==> src/rtl/muldiv_if.sv <==
// Start/busy/done handshake bundle between the EX stage and the RV32M multiply/divide unit.
interface muldiv_if #(
  parameter int XLEN = 32
);
  logic            start;
  logic            flush;
  logic [2:0]      funct3;
  logic [XLEN-1:0] op_a;
  logic [XLEN-1:0] op_b;
  logic            busy;
  logic            done;
  logic [XLEN-1:0] result;
  logic            illegal;

  modport master (
    output start, flush, funct3, op_a, op_b,
    input  busy, done, result, illegal
  );

  modport slave (
    input  start, flush, funct3, op_a, op_b,
    output busy, done, result, illegal
  );
endinterface

==> src/rtl/muldiv_unit.sv <==
// Iterative RV32M multiply/divide unit (MUL/MULH/MULHSU/MULHU/DIV/DIVU/REM/REMU).
// Define MULDIV_DIV_EN to build the restoring divider; otherwise divide ops complete flagged illegal.
module muldiv_unit #(
  parameter int XLEN = 32
) (
  input  logic    clk,
  input  logic    rst,
  muldiv_if.slave bus
);
  localparam logic [1:0] S_IDLE = 2'd0;
  localparam logic [1:0] S_MUL  = 2'd1;
  localparam logic [1:0] S_DIV  = 2'd2;
  localparam logic [1:0] S_DONE = 2'd3;

  logic [1:0]               state;
  logic                     busy;
  logic                     accept;
  logic                     illegal_r;
  logic [XLEN-1:0]          result_r;
  logic [1:0]               f3_p0;
  logic [XLEN-1:0]          a_p0;
  logic [XLEN-1:0]          b_p0;
  logic signed [2*XLEN-1:0] mul_a;
  logic signed [2*XLEN-1:0] mul_b;
  logic signed [2*XLEN-1:0] prod;
  logic [XLEN-1:0]          mul_res;

  assign busy        = (state == S_MUL) || (state == S_DIV);
  assign accept      = bus.start && !busy && !bus.flush;
  assign bus.busy    = busy;
  assign bus.done    = (state == S_DONE);
  assign bus.illegal = illegal_r;
  assign bus.result  = result_r;

  // Stage p0: operands captured on the accepting edge
  always_ff @(posedge clk) begin
    if (accept) begin
      f3_p0 <= bus.funct3[1:0];
      a_p0  <= bus.op_a;
      b_p0  <= bus.op_b;
    end
  end

  // op_a is signed except for MULHU; op_b is signed only for MUL/MULH
  always_comb begin
    mul_a   = {{XLEN{a_p0[XLEN-1] & (f3_p0 != 2'b11)}}, a_p0};
    mul_b   = {{XLEN{b_p0[XLEN-1] & !f3_p0[1]}}, b_p0};
    prod    = mul_a * mul_b;
    mul_res = (f3_p0 == 2'b00) ? prod[XLEN-1:0] : prod[2*XLEN-1:XLEN];
  end

`ifdef MULDIV_DIV_EN
  localparam int CNT_W = $clog2(XLEN + 1);

  function automatic logic [XLEN-1:0] apply_sign(input logic [XLEN-1:0] mag, input logic neg);
    return neg ? -mag : mag;
  endfunction

  logic             div_sgn;
  logic             a_neg;
  logic             b_neg;
  logic             b_zero;
  logic             ovf;
  logic             spec;
  logic [XLEN-1:0]  spec_res;
  logic [XLEN-1:0]  rem_p1;
  logic [XLEN-1:0]  quo_p1;
  logic [XLEN-1:0]  dvs_p1;
  logic [CNT_W-1:0] cnt_p1;
  logic             spec_p1;
  logic             neg_q_p1;
  logic             neg_r_p1;
  logic [XLEN:0]    trial;
  logic             div_last;
  logic [XLEN-1:0]  div_res;

  // Special cases are resolved from the raw operands so they skip the iteration loop
  always_comb begin
    div_sgn = !bus.funct3[0];
    a_neg   = div_sgn & bus.op_a[XLEN-1];
    b_neg   = div_sgn & bus.op_b[XLEN-1];
    b_zero  = (bus.op_b == '0);
    ovf     = div_sgn && (bus.op_a == {1'b1, {(XLEN-1){1'b0}}}) && (&bus.op_b);
    spec    = b_zero | ovf;
    if (bus.funct3[1]) spec_res = b_zero ? bus.op_a : '0;
    else               spec_res = b_zero ? '1 : bus.op_a;
  end

  assign trial    = {rem_p1, quo_p1[XLEN-1]} - {1'b0, dvs_p1};
  assign div_last = spec_p1 || (cnt_p1 == CNT_W'(XLEN));

  always_comb begin
    if (spec_p1)       div_res = quo_p1;
    else if (f3_p0[1]) div_res = apply_sign(rem_p1, neg_r_p1);
    else               div_res = apply_sign(quo_p1, neg_q_p1);
  end

  // Stage p1: restoring divide on magnitudes, dividend shifts out of quo_p1 as quotient shifts in
  always_ff @(posedge clk) begin
    if (accept) begin
      rem_p1   <= '0;
      quo_p1   <= spec ? spec_res : apply_sign(bus.op_a, a_neg);
      dvs_p1   <= apply_sign(bus.op_b, b_neg);
      cnt_p1   <= '0;
      spec_p1  <= spec;
      neg_q_p1 <= a_neg ^ b_neg;
      neg_r_p1 <= a_neg;
    end else if (state == S_DIV && !div_last) begin
      rem_p1 <= trial[XLEN] ? {rem_p1[XLEN-2:0], quo_p1[XLEN-1]} : trial[XLEN-1:0];
      quo_p1 <= {quo_p1[XLEN-2:0], !trial[XLEN]};
      cnt_p1 <= cnt_p1 + CNT_W'(1);
    end
  end
`endif

  // Control: flush wins over everything except reset and leaves result untouched
  always_ff @(posedge clk) begin
    if (rst) begin
      state     <= S_IDLE;
      illegal_r <= 1'b0;
      result_r  <= '0;
    end else begin
      illegal_r <= 1'b0;
      if (bus.flush) begin
        state <= S_IDLE;
      end else begin
        case (state)
          S_MUL: begin
            state    <= S_DONE;
            result_r <= mul_res;
          end
`ifdef MULDIV_DIV_EN
          S_DIV: begin
            if (div_last) begin
              state    <= S_DONE;
              result_r <= div_res;
            end
          end
`endif
          default: begin
            if (!accept) begin
              state <= S_IDLE;
            end else if (!bus.funct3[2]) begin
              state <= S_MUL;
            end else begin
`ifdef MULDIV_DIV_EN
              state <= S_DIV;
`else
              state     <= S_DONE;
              illegal_r <= 1'b1;
              result_r  <= '0;
`endif
            end
          end
        endcase
      end
    end
  end
endmodule

==> src/flat_wrapper.sv <==
// flat-port wrapper written by rule: the top's interface ports become plain ports
module muldiv_unit_flat 
#(
  parameter int XLEN = 32
)
  (clk, rst, bus_start, bus_flush, bus_funct3, bus_op_a, bus_op_b, bus_busy, bus_done, bus_result, bus_illegal);
  muldiv_if #(.XLEN(XLEN)) bus_i ();
  input  logic clk;
  input  logic rst;
  input wire logic [$bits(bus_i.start)-1:0] bus_start;
  input wire logic [$bits(bus_i.flush)-1:0] bus_flush;
  input wire logic [$bits(bus_i.funct3)-1:0] bus_funct3;
  input wire logic [$bits(bus_i.op_a)-1:0] bus_op_a;
  input wire logic [$bits(bus_i.op_b)-1:0] bus_op_b;
  output wire logic [$bits(bus_i.busy)-1:0] bus_busy;
  output wire logic [$bits(bus_i.done)-1:0] bus_done;
  output wire logic [$bits(bus_i.result)-1:0] bus_result;
  output wire logic [$bits(bus_i.illegal)-1:0] bus_illegal;
  assign bus_i.start = bus_start;
  assign bus_i.flush = bus_flush;
  assign bus_i.funct3 = bus_funct3;
  assign bus_i.op_a = bus_op_a;
  assign bus_i.op_b = bus_op_b;
  assign bus_busy = bus_i.busy;
  assign bus_done = bus_i.done;
  assign bus_result = bus_i.result;
  assign bus_illegal = bus_i.illegal;
  muldiv_unit #(.XLEN(XLEN)) u_core (.clk(clk), .rst(rst), .bus(bus_i));
endmodule
==> config.mk <==
export PLATFORM = sky130hd
export DESIGN_NAME = muldiv_unit_flat
export DESIGN_NICKNAME = d
export VERILOG_FILES = /design/src/rtl/muldiv_if.sv /design/src/rtl/muldiv_unit.sv /design/src/flat_wrapper.sv
export SDC_FILE = /design/constraint.sdc
export NUM_CORES = 2
export LEC_CHECK = 0
export ABC_CLOCK_PERIOD_IN_PS = 12150
export CELL_PAD_IN_SITES_DETAIL_PLACEMENT = 1
export CELL_PAD_IN_SITES_GLOBAL_PLACEMENT = 2
export CORE_MARGIN = 5
export CORE_UTILIZATION = 43
export DETAILED_ROUTE_END_ITERATION = 16
export PLACE_DENSITY_LB_ADDON = 0.3
export SLEW_MARGIN = 20
export SYNTH_ARGS = -nofsm -noshare
export SYNTH_HDL_FRONTEND = slang
export SYNTH_SLANG_ARGS = --single-unit
export TNS_END_PERCENT = 1
==> constraint.sdc <==
create_clock -name clk -period 12.15 [get_ports clk]
set_clock_uncertainty 0.15 [all_clocks]
set_input_delay 3.0375 -clock clk [delete_from_list [all_inputs] [get_ports clk]]
set_output_delay 3.0375 -clock clk [all_outputs]
set_load 0.1 [all_outputs]
Word-level counts from Yosys, hierarchy flattened --
Index checks and enable logic that the tools add are counted.
Storage, ports and cells: input port bits 71, memories 0, bits in writable memories 0, memory bits (read-only) 0, bits in latches 0, register bits 101, logic and storage cells 35, output and inout port bits 35
Operators by class: equal/unequal tests 4, order comparisons 0, mux-type cells 8, reductions and logical operators 12, multipliers 1, shifts and indexed selects 0, div/mod/pow operators 0, bitwise logic cells 4, add/subtract/negate cells 0
Operators by type and width (number):
- 32-bit 2-to-1 mux | 4
- 33-bit by 33-bit multiplier with 64-bit output | 1
- 2-bit 2-to-1 mux | 3
- 2-bit equality test, second input constant | 2
- 2-bit nonzero test | 2
- 4-bit OR reduction | 1
- 1-bit logical NOT | 3
- 3-bit AND reduction | 1
- 1-bit bitwise AND | 2
- 2-bit by 1-bit equality test with 1-bit output, second input constant | 1
- 1-bit logical AND | 2
- 2-bit logical NOT | 1
- 2-bit inequality test, second input constant | 1
- 1-bit inverter | 2
- 2-bit OR reduction | 1
- 1-bit logical OR | 1
- 1-bit 2-to-1 mux | 1

Longest topological paths before layout --
depth after elaboration 7, gate-level depth with buffers 29, depth with buffers taken out 27

Worst setup path before layout --
No wires, ideal clock.
path kind input-to-reg, from input bus_flush, to register u_core.result_r[16], in the netlist u_core.bus.result[16], data required time 11.870 ns, data arrival time 10.103 ns, stages 7, setup time 0.130 ns, path buffers 2, path slack 1.767 ns, cell sequence nor3b_1 > a21oi_1 > and2_1 > clkbuf_1 > clkbuf_1 > a22oi_1 > o21ai_0
On the way: word-level cells in the longest chain between the ends 4, elaborated cells between the ends (all ways) 5, classes of those cells bitwise (1); reduce/logical (4)
RTL lines:
- from (decl) | RTL line flat_wrapper.sv:11 | input wire logic [$bits(bus_i.flush)-1:0] bus_flush;
- 1-bit logical NOT | RTL line muldiv_unit.sv:29 | assign accept = bus.start && !busy && !bus.flush;
- 1-bit logical AND | RTL line muldiv_unit.sv:29
- 2-bit nonzero test (no line)
- 3-bit AND reduction (no line) (*)
- to (signal assigned) | RTL line muldiv_unit.sv:130 | result_r <= mul_res;
- to (decl) | RTL line muldiv_unit.sv:19 | logic [XLEN-1:0] result_r;
Every way passes the cells marked *; elsewhere a longest branch is shown, timed or not. A chain may end at the register's enable or synchronous reset.

Worst setup path after layout --
from register u_core.a_p0[31], to register u_core.result_r[28], in the netlist u_core.bus.result[28]
On the way: word-level cells in the longest chain between the ends 4
RTL lines:
- from (decl) | RTL line muldiv_unit.sv:21 | logic [XLEN-1:0] a_p0;
- from (signal assigned) | RTL line muldiv_unit.sv:39 | a_p0 <= bus.op_a;
- 1-bit bitwise AND | RTL line muldiv_unit.sv:46 | mul_a = {{XLEN{a_p0[XLEN-1] & (f3_p0 != 2'b11)}}, a_p0};
- 33-bit by 33-bit multiplier with 64-bit output (*) | RTL line muldiv_unit.sv:48 | prod = mul_a * mul_b;
- 32-bit 2-to-1 mux (*) | RTL line muldiv_unit.sv:49 | mul_res = (f3_p0 == 2'b00) ? prod[XLEN-1:0] : prod[2*XLEN-1:XLEN];
- 32-bit 2-to-1 mux (*) | RTL line muldiv_unit.sv:127 | case (state)
Marked as above.

==> results_dict.tcl <==
set metrics [dict create \
    rrSetupSlack_ns 2.37 \
    grt.met2_usage_pct 46.6 \
    crit_type "reg -> reg" \
    syn_nets 5846 \
    grt.total_usage_pct 26.1 \
    status "complete, no violations" \
    crit_family "adder cells" \
    rr_worst_depth 26 \
    root_buffer "clkbuf_16" \
    finalWirelength_mm 130 \
    slew_headroom_pct 22.2 \
    fin_crit_ns 9.78 \
    max_freq_mhz 102 \
    ys_ff_latch 101 \
    die-area_um2 103000 \
    start_kind "flop" \
    cts_setup_buffers 0 \
    grt_pass1_vias 34500 \
    rows 113 \
    boundaryPins 106 \
    avgViaCountPerCell 5.23 \
    cp.required_ns 12.31 \
    clkSinkCount 101 \
    setup_viol 0 \
    cts-resized-gates 0 \
    cp_num_cells 26 \
    path_clk_slew_ns 0.12 \
    hold_path_class "reg -> reg" \
    max_cap_violations 0 \
    grt-busiest-layer "met2" \
    vias 29600 \
    dp_cells 5654 \
    met1_usage_pct 32.6 \
    seq_area_frac_synth_pct 6.48 \
    critical_path_buf_inv_count 7 \
    die_y_um 320 \
    nNetsFinal 5810 \
    area_growth_pct 6.48 \
    postSynthAreaPerCell_um2 9.33 \
    gp_congestion 0.911 \
    core-area_um2 95300 \
    wl_per_cell_um 22.8 \
    rr_startpoint "u_core.a_p0[31]" \
    stdcell_area_um2 44100 \
    tns_ns 0 \
    synth_top_area_share_pct 54.4 \
    slowest_delay_ns 0.70 \
    finalWorstSetupSlack_ns 2.37 \
    drtIter0Drc 1588 \
    numPortBuffers 105 \
    hold_buffers 0 \
    antenna_found_initial 8 \
    synth_cell_type_count 63 \
    tightestPinTransition_ns 1.17 \
    ant_nets 0 \
    cp-endpoint "u_core.bus.result[28]" \
    use_met3_pct 3.04 \
    synth.area.top_cells "fa_1, inv_1, nand2_1, ha_1, and2_1" \
    overflow 0 \
    htreeDepth 3 \
    fillers 10900 \
    cts_made_buffers 9 \
    drtPass1Iterations 5 \
    synth_edf_count 66 \
    crit_slowest_cell "nor3_1" \
    period_share_pct 80.5 \
    ys.warnings.count 0 \
    layout_commonest_cell "fa_1" \
    r2r_end "u_core.bus.result[28]" \
    dp_slack_ns 2.42 \
    clk_path_buf_depth 2 \
    crit_top_cell "fa_1" \
    hold_violations 0 \
    place_area_um2 43800 \
    ys.flop_type "edfxtp_1" \
    layout_common_cells "fa_1, inv_1, nand2_1" \
    fin_cells 5671 \
    critPathCaptureType "flop" \
    drcViolationCount 0 \
    cts_tree "done" \
    async_flop_share_pct 0 \
    path_max_fanout 33 \
    startpoint "u_core.a_p0[31]" \
    grt_max_degree 45 \
    drv_slew 0 \
    yosys.area.top_type "fa_1" \
    start_util_pct 43.5 \
    clock_latency_ns 0.45 \
    rsz0062_at_grt "false" \
    grt_pass1_wl_mm 203 \
    layout-drive-gt1-share_pct 2.59 \
    worstPathArrival_ns 9.94 \
    synthCells 4436 \
    die_w_um 320 \
    place_hpwl_mm 106 \
    syn_area_um2 41400 \
]
==> routing by layer <==
layer,wire length [µm],share of wire (%)
met5,39,0.030
met4,6110,4.7
met3,4910,3.8
met2,66700,51
met1,51800,40
==> cell type report <==
cell class,count,area (µm²),area share (%)
Clock inverter,7,104,0.236
Multi-Input combinational cell,2983,33700,76.3
Clock buffer,9,225,0.511
Tap cell,1265,1580,3.59
Timing Repair Buffer,181,1620,3.68
Sequential cell,101,2680,6.08
Inverter,1124,4220,9.57
Antenna cell,1,2.50,0.00568
==> tightest hold or removal path: stages, from the launching register on <==
cell      delay (ns)
dfxtp_1         0.32
nand2_1         0.07
a211oi_1        0.07
==> state kept, by name, indices dropped and copies added (netlist names) <==
| name | flops |
|---|---|
| u_core.state | 2 |
| u_core.a_p0 | 32 |
| u_core.b_p0 | 32 |
| u_core.bus.illegal | 1 |
| u_core.f3_p0 | 2 |
| u_core.bus.result | 32 |
==> worst min-delay path by stage <==
| stage | start | end | slack (ns) | cells after the start |
|---|---|---|---|---|
| after floorplan | u_core.state[0] | u_core.bus.illegal | 0.43 | 2 |
| after global placement | u_core.bus.result[1] | u_core.bus.result[1] | 0.33 | 2 |
| after detailed placement | u_core.bus.result[7] | u_core.bus.result[7] | 0.34 | 2 |
| after CTS | u_core.bus.result[7] | u_core.bus.result[7] | 0.35 | 2 |
| after global routing | u_core.bus.result[7] | u_core.bus.result[7] | 0.40 | 2 |
| final | u_core.bus.result[7] | u_core.bus.result[7] | 0.35 | 2 |
==> stage by stage <==
| stage | utilization [%] | hold WS, ns |
|---|---|---|
| floorplan | - | 0.432 |
| global placement | 45.9 | 0.335 |
| detailed placement | 45.9 | 0.338 |
| CTS | 46.3 | 0.355 |
| global route | 46.3 | 0.396 |
| finish | 46.3 | 0.349 |
==> kinds of logic after synthesis <==
logic type      count (synthesis)  share of synthesized area [%]
buf+inv                      1352                           12.3
mux                             3                         0.0725
xor+xnor                       68                           1.44
fa+ha+maj                    1339                           60.9
simple gates                 1308                           14.7
compound gates                265                           4.20
flops                         101                           6.48
==> Yosys cell counts, types with 12 or more instances <==
master / n
nor3_1: 12
nand3_1: 22
nand2_1: 759
fa_1: 1125
o21ai_0: 58
xnor2_1: 49
ha_1: 214
nand4_1: 14
xor2_1: 19
edfxtp_1: 66
inv_1: 1124
a21oi_1: 74
clkbuf_1: 225
nor2_1: 75
a22oi_1: 19
or2_2: 14
dfxtp_1: 35
a21o_1: 30
and2_1: 365
Power is not shown: default switching activity piles up to over one toggle a cycle in this logic, so the estimate is an artifact.
